## src/rtl/es_pkg.sv

```systemverilog
// es_pkg: address map, CTRL bit indices and default widths shared by the E/S responder
package es_pkg;
  localparam int DATA_W = 8;
  localparam int ADDR_W = 7;
  localparam logic [ADDR_W-1:0] ES_OUT0   = 7'h00;
  localparam logic [ADDR_W-1:0] ES_OUT1   = 7'h01;
  localparam logic [ADDR_W-1:0] ES_OUT2   = 7'h02;
  localparam logic [ADDR_W-1:0] ES_OUT3   = 7'h03;
  localparam logic [ADDR_W-1:0] ES_IN0    = 7'h04;
  localparam logic [ADDR_W-1:0] ES_IN1    = 7'h05;
  localparam logic [ADDR_W-1:0] ES_IN2    = 7'h06;
  localparam logic [ADDR_W-1:0] ES_IN3    = 7'h07;
  localparam logic [ADDR_W-1:0] ES_CTRL   = 7'h08;
  localparam logic [ADDR_W-1:0] ES_RELOAD = 7'h09;
  localparam logic [ADDR_W-1:0] ES_COUNT  = 7'h0A;
  localparam logic [ADDR_W-1:0] ES_PRESC  = 7'h0B;
  localparam int CTRL_EN     = 0;
  localparam int CTRL_AUTO   = 1;
  localparam int CTRL_IRQ_EN = 2;
  localparam int CTRL_FLAG   = 7;
endpackage

```

## src/rtl/es_responder_if.sv

```systemverilog
// es_responder_if: CPU data-memory port as seen by the E/S responder
interface es_responder_if #(
  parameter int DATA_W = es_pkg::DATA_W,
  parameter int ADDR_W = es_pkg::ADDR_W
);
  logic activar_es;
  logic escribir_es;
  logic [ADDR_W-1:0] direccion_es;
  logic [DATA_W-1:0] dato_entrada_es;
  logic [DATA_W-1:0] dato_salida_es;
  modport master(output activar_es, escribir_es, direccion_es, dato_entrada_es, input dato_salida_es);
  modport slave(input activar_es, escribir_es, direccion_es, dato_entrada_es, output dato_salida_es);
endinterface

```

## src/rtl/es_timer.sv

```systemverilog
// es_timer: prescaled down-counter with auto-reload and interrupt flag (CTRL/RELOAD/COUNT/PRESC)
// Compiled only when ES_TIMER_EN is defined.
`ifdef ES_TIMER_EN
module es_timer import es_pkg::*; #(
  parameter int DATA_W = es_pkg::DATA_W,
  parameter int ADDR_W = es_pkg::ADDR_W
) (
  input  logic              clk,
  input  logic              reset,
  input  logic              wrEn,
  input  logic [ADDR_W-1:0] addr,
  input  logic [DATA_W-1:0] wdata,
  output logic [DATA_W-1:0] rdata,
  output logic              irq
);
  logic en, autoRl, irqEn, flag;
  logic [DATA_W-1:0] reload, count, presc, pc, ctrl;
  logic ctrlWr, reloadWr, prescWr, tick, expire;
  always_comb begin
    ctrlWr   = wrEn && addr == ES_CTRL;
    reloadWr = wrEn && addr == ES_RELOAD;
    prescWr  = wrEn && addr == ES_PRESC;
    tick     = en && pc == presc && !reloadWr;
    expire   = tick && count == '0;
    ctrl = '0;
    ctrl[CTRL_EN]     = en;
    ctrl[CTRL_AUTO]   = autoRl;
    ctrl[CTRL_IRQ_EN] = irqEn;
    ctrl[CTRL_FLAG]   = flag;
    rdata = addr == ES_CTRL ? ctrl : addr == ES_RELOAD ? reload :
            addr == ES_COUNT ? count : addr == ES_PRESC ? presc : '0;
  end
  assign irq = flag && irqEn;
  always_ff @(posedge clk)
    if (reset) begin
      {en, autoRl, irqEn, flag} <= '0;
      {reload, count, presc, pc} <= '0;
    end else begin
      pc     <= (ctrlWr || reloadWr || tick) ? '0 : en ? pc + 1'b1 : pc;
      count  <= reloadWr ? wdata : !tick ? count : count != '0 ? count - 1'b1 : autoRl ? reload : count;
      reload <= reloadWr ? wdata : reload;
      presc  <= prescWr ? wdata : presc;
      // an expiry in the same cycle as a write-1-clear leaves FLAG set
      flag   <= expire || (flag && !(ctrlWr && wdata[CTRL_FLAG]));
      en     <= ctrlWr ? wdata[CTRL_EN] : (expire && !autoRl) ? 1'b0 : en;
      autoRl <= ctrlWr ? wdata[CTRL_AUTO] : autoRl;
      irqEn  <= ctrlWr ? wdata[CTRL_IRQ_EN] : irqEn;
    end
endmodule
`endif

```

## src/rtl/es_responder.sv

```systemverilog
// es_responder: memory-mapped E/S device with 4 OUT registers, 4 synchronised IN ports and a timer
// Define ES_TIMER_EN to build the timer; otherwise 0x08-0x0B read 0 and irq is tied low.
module es_responder import es_pkg::*; #(
  parameter int DATA_W      = es_pkg::DATA_W,
  parameter int ADDR_W      = es_pkg::ADDR_W,
  parameter int SYNC_STAGES = 2
) (
  input  logic                clk,
  input  logic                reset,
  es_responder_if.slave       bus,
  input  logic [4*DATA_W-1:0] entradas_ext,
  output logic [4*DATA_W-1:0] salidas_ext,
  output logic                irq
);
  logic [DATA_W-1:0] outReg [4];
  logic [4*DATA_W-1:0] syncQ [SYNC_STAGES];
  logic [DATA_W-1:0] timerRd, inByte;
  logic [1:0] sel;
  logic wrStb, rdStb;
  always_comb begin
    sel    = bus.direccion_es[1:0];
    wrStb  = bus.activar_es && bus.escribir_es;
    rdStb  = bus.activar_es && !bus.escribir_es;
    inByte = syncQ[SYNC_STAGES-1][sel*DATA_W +: DATA_W];
  end
  assign bus.dato_salida_es = !rdStb ? '0 :
                              bus.direccion_es < ES_IN0 ? outReg[sel] :
                              bus.direccion_es < ES_CTRL ? inByte :
                              bus.direccion_es <= ES_PRESC ? timerRd : '0;
  assign salidas_ext = {outReg[3], outReg[2], outReg[1], outReg[0]};
  always_ff @(posedge clk)
    if (reset) outReg <= '{default: '0};
    else if (wrStb && bus.direccion_es < ES_IN0) outReg[sel] <= bus.dato_entrada_es;
  always_ff @(posedge clk)
    if (reset) syncQ <= '{default: '0};
    else begin
      syncQ[0] <= entradas_ext;
      for (int i = 1; i < SYNC_STAGES; i++) syncQ[i] <= syncQ[i-1];
    end
`ifdef ES_TIMER_EN
  es_timer #(.DATA_W(DATA_W), .ADDR_W(ADDR_W)) timer (
    .clk(clk),
    .reset(reset),
    .wrEn(wrStb),
    .addr(bus.direccion_es),
    .wdata(bus.dato_entrada_es),
    .rdata(timerRd),
    .irq(irq)
  );
`else
  assign timerRd = '0;
  assign irq = 1'b0;
`endif
endmodule

```

## src/flat_wrapper.sv

```systemverilog
// flat-port wrapper written by rule: the top's interface ports become plain ports
module es_responder_flat import es_pkg::*;
#(
  parameter int DATA_W      = es_pkg::DATA_W,
  parameter int ADDR_W      = es_pkg::ADDR_W,
  parameter int SYNC_STAGES = 2
)
  (clk, reset, entradas_ext, salidas_ext, irq, bus_activar_es, bus_escribir_es, bus_direccion_es, bus_dato_entrada_es, bus_dato_salida_es);
  es_responder_if #(.DATA_W(DATA_W), .ADDR_W(ADDR_W)) bus_i ();
  input  logic clk;
  input  logic reset;
  input  logic [4*DATA_W-1:0] entradas_ext;
  output logic [4*DATA_W-1:0] salidas_ext;
  output logic irq;
  input wire logic [$bits(bus_i.activar_es)-1:0] bus_activar_es;
  input wire logic [$bits(bus_i.escribir_es)-1:0] bus_escribir_es;
  input wire logic [$bits(bus_i.direccion_es)-1:0] bus_direccion_es;
  input wire logic [$bits(bus_i.dato_entrada_es)-1:0] bus_dato_entrada_es;
  output wire logic [$bits(bus_i.dato_salida_es)-1:0] bus_dato_salida_es;
  assign bus_i.activar_es = bus_activar_es;
  assign bus_i.escribir_es = bus_escribir_es;
  assign bus_i.direccion_es = bus_direccion_es;
  assign bus_i.dato_entrada_es = bus_dato_entrada_es;
  assign bus_dato_salida_es = bus_i.dato_salida_es;
  es_responder #(.DATA_W(DATA_W), .ADDR_W(ADDR_W), .SYNC_STAGES(SYNC_STAGES)) u_core (.clk(clk), .reset(reset), .bus(bus_i), .entradas_ext(entradas_ext), .salidas_ext(salidas_ext), .irq(irq));
endmodule
```

## config.mk

```make
export PLATFORM = sky130hd
export DESIGN_NAME = es_responder_flat
export DESIGN_NICKNAME = d
export VERILOG_FILES = /design/src/rtl/es_pkg.sv /design/src/rtl/es_responder_if.sv /design/src/rtl/es_timer.sv /design/src/rtl/es_responder.sv /design/src/flat_wrapper.sv
export SDC_FILE = /design/constraint.sdc
export NUM_CORES = 1
export LEC_CHECK = 0
export CAP_MARGIN = 15
export CORE_MARGIN = 2
export CORE_UTILIZATION = 31
export DETAILED_ROUTE_END_ITERATION = 10
export GPL_TIMING_DRIVEN = 0
export PLACE_DENSITY_LB_ADDON = 0.1
export SYNTH_ARGS = -nofsm -noshare
export SYNTH_HDL_FRONTEND = slang
export SYNTH_SLANG_ARGS = --single-unit
```

## constraint.sdc

```tcl
create_clock -name clk -period 4 [get_ports clk]
set_input_delay 0.8 -clock clk [delete_from_list [all_inputs] [get_ports clk]]
set_output_delay 0.8 -clock clk [all_outputs]
set_load 0.01 [all_outputs]
```

==> results.py, run 1 <==
metrics = {
    "outcome": {
        "status": "complete, no violations",
    },
    "clock_tree": {
        "cts_sinks": 96,
        "cts.path.max_buffers": 2,
        "path_clk_slew_ns": 0.07,
        "cts_tree": "built",
        "htreeDepth": 3,
        "cts_setup_buffers": 0,
        "clk_latency_ns": 0.33,
        "cts_root_buffer": "clkbuf_16",
        "cts_buffers": 9,
    },
    "critical_path": {
        "cp_cell_sequence": "clkdlybuf4s50_1, nor4_4, nand3b_2, nor4_1, clkdlybuf4s50_1",
        "path_common_cell": "clkdlybuf4s50_1",
        "cp_slowest_stage_delay_ns": 0.63,
        "crit_type": "input pin to output port",
        "critPathBufInv": 2,
        "reg2reg_slack_ns": 3.35,
        "end_kind": "output port",
        "cp.required_ns": 3.20,
        "crit_arrival_ns": 3.08,
        "r2r_start": "u_core.salidas_ext[17]$_SDFFE_PP0P_",
        "r2r-end": "u_core.salidas_ext[17]$_SDFFE_PP0P_",
        "rr_worst_depth": 2,
        "critPathSlowestCell": "clkdlybuf4s50_1",
        "crit_family": "simple AND/OR/NAND/NOR gates",
        "startpoint_type": "input pin",
        "worstPathMaxFanout": 8,
    },
    "synthesis": {
        "synth_fa_ha_area_frac": 0,
        "synth_top_family_by_area": "simple AND/OR/NAND/NOR gates",
        "synth_compound_area_frac": 0.01706,
        "synth_cell_types": 25,
        "synth_simple_gate_area_frac": 0.2441,
        "ys_seq_area_frac": 0.5348,
        "syn_nets": 365,
        "yosys_warnings": 0,
        "muxShareOfSynthArea": 0.1703,
        "syn_inst": 314,
        "synth_area_um2": 3593,
        "synth_area_per_cell_um2": 11.44,
        "synth_xor_area_frac": 0,
        "ys_ff_latch": 96,
    },
    "hold_path": {
        "holdCritStartpoint": "u_core.syncQ[33]$_SDFF_PP0_",
        "hold_end": "u_core.syncQ[1]$_SDFF_PP0_",
        "min_path_cells": 1,
        "hold_class": "flip-flop to flip-flop",
    },
    "final_layout": {
        "syn2layout_area_growth_pct": 37.01,
        "layout_common_cells": "dfxtp_1 (96), clkdlybuf4s50_1 (87), nor2b_1 (64)",
        "layout_commonest_cell": "dfxtp_1",
        "drive_gt1_frac": 0.1079,
        "design_area_um2": 4923,
        "nets": 463,
        "diodes": 0,
    },
    "detailed_routing": {
        "wl_met3_um": 364,
        "wl_um": 8729,
        "routedWlPerCell_um": 15.59,
        "route.detailed.drc": 0,
        "via_count": 2461,
        "drt-initial-drc-count": 61,
        "wl_met1_um": 4094,
        "dr_wl_met2_um": 4168,
        "vias_per_cell": 4.395,
        "highest_layer": "met4",
        "firstDrtPassIters": 4,
        "postRouteAntennaNets": 0,
    },
    "timing": {
        "whs_ns": 0.4358,
        "slew_headroom": 0.6254,
        "fin_tns_setup_ns": 0,
        "timing.final.crit_period_ns": 3.877,
        "setup_viol": 0,
        "hold_viol_final": 0,
        "skew_ns": 0.003625,
        "rsz0062_at_grt": "false",
        "worst_pin_slew_ns": 0.5620,
        "post-route-period-util": 0.9693,
        "drv_slew": 0,
        "fmaxAchievable_ghz": 0.2579,
    },
    "die": {
        "start_util": 0.3161,
        "coreArea_um2": 11370,
        "dieArea_um2": 12470,
        "rows": 39,
        "die_w_um": 111.7,
        "ioPinCount": 92,
        "die_h_um": 111.7,
    },
    "grt": {
        "grt_pass1_vias": 2542,
        "grt_usage": 0.1412,
        "antenna_found_initial": 0,
        "gr-total-overflow": 0,
        "grt_max_degree": 17,
        "grt_pass1_wl_um": 13520,
    },
    "placed_design": {
        "gp_congestion": 0.7319,
        "dp_hpwl_um": 6389,
        "post_dp_cell_area_um2": 4643,
        "portBuffers": 87,
    },
    "power_and_ir_drop": {
        "ir_drop_mv": 0.1787,
        "p_per_area_nw_per_um2": 391.6,
        "power_leakage_nw": 1.928,
    },
    "flow_run": {
        "max-cap-violations": 0,
    },
}
what timing repair did:
action,in CTS,in global routing
resized for setup,0,1
hold buffers,0,0
setup endpoints to repair,0,1
flip-flops by register name, indices dropped and copies added, names as in the netlist:
register / flops
u_core.salidas_ext: 32
u_core.syncQ: 64
per-stage QoR:
stage                     power, mW    util  instances  worst slack, ns
final                         1.928  0.4330        560           0.1228
after global routing          2.005  0.4330        560         0.001261
after CTS                     1.948  0.4325        560           0.1441
after detailed placement      1.162  0.4084        544           0.1559
after global placement        1.161  0.4084        544           0.1487
after floorplan               1.086       -        314            1.362
worst reg2reg max path, cell delays in order (launching register included):
cell and delay (ns):
dfxtp_1 0.36, nand2b_1 0.07, mux2i_1 0.15
final cells by class:
class,instances,area [um^2]
tap,143,178.9
timing repair buffer,87,870.8
clock inverter,5,41.29
fill,1151,6446
sequential,96,1922
multi-input combinational,196,1560
clock buffer,11,232.7
buffer,22,117.6
synth_stat cells:
cell type,n,area (um^2)
dfxtp_1,96,1922
buf_4,2,15.01
mux2i_1,33,330.3
nand3_2,1,10.01
o32ai_1,7,61.31
nand3_1,1,5.000
mux2_2,7,78.83
conb_1,1,3.750
nand2b_1,41,256.5
nor4_1,7,43.79
buf_2,4,20.02
nor4_4,1,21.27
and4b_1,1,10.01
clkbuf_1,13,48.80
and3_2,1,7.510
and4bb_2,1,12.51
nand3b_1,3,22.52
buf_6,3,33.78
nor2_1,8,30.03
mux4_2,9,202.7
or4_1,1,7.510
nor3_1,7,35.03
nand3b_2,1,11.26
nand2_1,1,3.750
nor2b_1,64,400.4
worst max path at each step:
stage | start | to | cells after the start
after global placement | bus_direccion_es[4] | bus_dato_salida_es[3] | 5
final | bus_direccion_es[4] | bus_dato_salida_es[2] | 5
after CTS | bus_direccion_es[4] | bus_dato_salida_es[1] | 5
after global routing | bus_direccion_es[4] | bus_dato_salida_es[0] | 5
after floorplan | bus_direccion_es[4] | bus_dato_salida_es[0] | 3
after detailed placement | bus_direccion_es[4] | bus_dato_salida_es[1] | 5
metal layers:
| layer | GRT usage | vias up |
|---|---|---|
| met1 | 0.1780 | 1136 |
| met5 | 0 | - |
| met3 | 0.02613 | 8 |
| met2 | 0.2412 | 68 |
| met4 | 0.05185 | 0 |
| li1 | - | 1249 |
cells by family after synthesis:
kind of cell / count (synthesis)
compound gates: 7
buf+inv: 22
flops: 96
mux: 49
other cells: 1
simple gates: 139
power breakdown:
group | switching, mW | internal (mW)
combinational | 0.0603 | 0.0851
clock | 0.364 | 0.426
sequential | 0.00686 | 0.986
No activity file was read; power rests on OpenSTA's default activity.
==> inputs of run 2 (changes only) <==
CTS_BUF_LIST = sky130_fd_sc_hd__clkbuf_8   (was unset)
==> results.py, run 2 (synthesis results as in run 1) <==
metrics = {
    "outcome": {
        "status": "complete, no violations",
    },
    "grt": {
        "grt_pass1_vias": 2514,
        "antenna_found_initial": 0,
        "grt_max_degree": 17,
        "grt_usage": 0.1394,
        "grt_pass1_wl_um": 13390,
        "gr-total-overflow": 0,
    },
    "critical_path": {
        "endpoint": "bus_dato_salida_es[2]",
        "cp.required_ns": 3.20,
        "crit_family": "simple AND/OR/NAND/NOR gates",
        "crit_arrival_ns": 3.06,
        "cp_slowest_stage_delay_ns": 0.63,
        "rr_worst_depth": 2,
        "cp-startpoint": "bus_direccion_es[4]",
        "path_common_cell": "clkdlybuf4s50_1",
        "cp.depth": 5,
        "critPathBufInv": 2,
        "critPathSlowestCell": "clkdlybuf4s50_1",
        "worstPathMaxFanout": 8,
        "r2r-end": "u_core.salidas_ext[17]$_SDFFE_PP0P_",
        "cp_cell_sequence": "clkdlybuf4s50_1, nor4_4, nand3b_2, nor4_1, clkdlybuf4s50_1",
        "r2r_start": "u_core.salidas_ext[17]$_SDFFE_PP0P_",
        "end_kind": "output port",
        "startpoint_type": "input pin",
        "crit_type": "input pin to output port",
        "reg2reg_slack_ns": 3.34,
    },
    "clock_tree": {
        "cts_setup_buffers": 0,
        "cts_tree": "built",
        "cts_root_buffer": "clkbuf_8",
        "path_clk_slew_ns": 0.09,
        "clk_latency_ns": 0.35,
        "htreeDepth": 3,
        "cts_buffers": 9,
        "cts_sinks": 96,
        "cts.path.max_buffers": 2,
    },
    "timing": {
        "worst_pin_slew_ns": 0.5539,
        "skew_ns": 0.01045,
        "fmaxAchievable_ghz": 0.2590,
        "post-route-period-util": 0.9653,
        "fin_tns_setup_ns": 0,
        "setup_ws_ns": 0.1388,
        "timing.final.crit_period_ns": 3.861,
        "rsz0062_at_grt": "false",
        "slew_headroom": 0.6307,
        "drv_slew": 0,
        "setup_viol": 0,
        "hold_viol_final": 0,
    },
    "placed_design": {
        "dp_hpwl_um": 6389,
        "portBuffers": 87,
        "gp_congestion": 0.7319,
        "dp_slack_ns": 0.1559,
        "placed_cells_incl_taps": 544,
    },
    "power_and_ir_drop": {
        "ir_drop_mv": 0.2126,
        "p_per_area_nw_per_um2": 352.7,
        "p_switching_mw": 0.4043,
        "pwr-share-comb": 0.085,
        "swShare": 0.2377,
        "power.internal_mw": 1.297,
        "power_leakage_nw": 1.890,
        "share_seq_of_total_power": 0.583,
        "clkPwrFrac": 0.331,
    },
    "final_layout": {
        "layout_commonest_cell": "dfxtp_1",
        "largest_reg_flops": 64,
        "final_core_util": 0.4241,
        "syn2layout_area_growth_pct": 34.19,
        "drive_gt1_frac": 0.1079,
        "fillers": 1159,
        "final_cells": 560,
        "regMostFlops": "u_core.syncQ",
        "diodes": 0,
        "layout_common_cells": "dfxtp_1 (96), clkdlybuf4s50_1 (87), nor2b_1 (64)",
        "nets": 463,
    },
    "die": {
        "ioPinCount": 92,
        "start_util": 0.3161,
        "coreArea_um2": 11370,
        "rows": 39,
        "die_w_um": 111.7,
        "die_h_um": 111.7,
        "dieArea_um2": 12470,
    },
    "detailed_routing": {
        "drt-initial-drc-count": 72,
        "route.detailed.drc": 0,
        "wl_um": 8709,
        "vias_per_cell": 4.402,
        "firstDrtPassIters": 4,
        "postRouteAntennaNets": 0,
        "routedWlPerCell_um": 15.55,
        "via_count": 2465,
    },
    "hold_path": {
        "hold_class": "flip-flop to flip-flop",
    },
    "flow_run": {
        "max-cap-violations": 0,
    },
}
[run 2: cell types whose count changed in the layout (fill, tap and decap cells not counted), sizes merged]
cell	change
clkbuf	-2
inv	+2
[run 2: area by class of cell]
cell class / instances / area, um^2 / area share
clock inverters: 7 / 48.80 / 0.01012
multi-input cells: 196 / 1560 / 0.3236
repair buffers: 87 / 870.8 / 0.1806
flip-flops and latches: 96 / 1922 / 0.3985
clock buffers: 9 / 123.9 / 0.02569
well taps: 143 / 178.9 / 0.03710
plain buffers: 22 / 117.6 / 0.02439
[run 2: metal layers]
metal | track usage | part of all wire
met4 | 0.04444 | 0.012
met1 | 0.1774 | 0.47
met5 | 0 | 0
met3 | 0.02613 | 0.040
met2 | 0.2396 | 0.48
[run 2: worst min-delay path by stage]
| stage | from | endpoint | slack, ns | cells past startpoint |
|---|---|---|---|---|
| 2_1_floorplan | u_core.syncQ[32]$_SDFF_PP0_ | u_core.syncQ[0]$_SDFF_PP0_ | 0.41 | 1 |
| 3_3_place_gp | u_core.syncQ[63]$_SDFF_PP0_ | u_core.syncQ[31]$_SDFF_PP0_ | 0.42 | 1 |
| 3_5_place_dp | u_core.syncQ[42]$_SDFF_PP0_ | u_core.syncQ[10]$_SDFF_PP0_ | 0.42 | 1 |
| 4_1_cts | u_core.syncQ[42]$_SDFF_PP0_ | u_core.syncQ[10]$_SDFF_PP0_ | 0.45 | 1 |
| 5_1_grt | u_core.syncQ[42]$_SDFF_PP0_ | u_core.syncQ[10]$_SDFF_PP0_ | 0.46 | 1 |
| 6_report | u_core.syncQ[33]$_SDFF_PP0_ | u_core.syncQ[1]$_SDFF_PP0_ | 0.44 | 1 |
[run 2: metrics by stage]
step	hold WS [ns]	instance area [um^2]	total power, mW
after floorplan	0.4138	3593	1.086
after CTS	0.4452	4816	1.721
after global routing	0.4576	4822	1.781
after global placement	0.4209	4643	1.161
after detailed placement	0.4235	4643	1.162
final	0.4442	4822	1.701
[run 2: power groups by stage]
stage | registers (mW) | clock network [mW] | logic (mW)
floorplan | 1.01 | 0 | 0.0746
CTS | 0.992 | 0.581 | 0.148
global route | 0.995 | 0.627 | 0.159
global placement | 1.01 | 0 | 0.146
detailed placement | 1.01 | 0 | 0.148
finish | 0.992 | 0.564 | 0.145
[run 2: timing repair]
item | CTS | global route
endpoints found under the setup margin | 0 | 1
gates resized for setup | 0 | 1
hold endpoints to repair | 0 | 0
hold buffers | 0 | 0
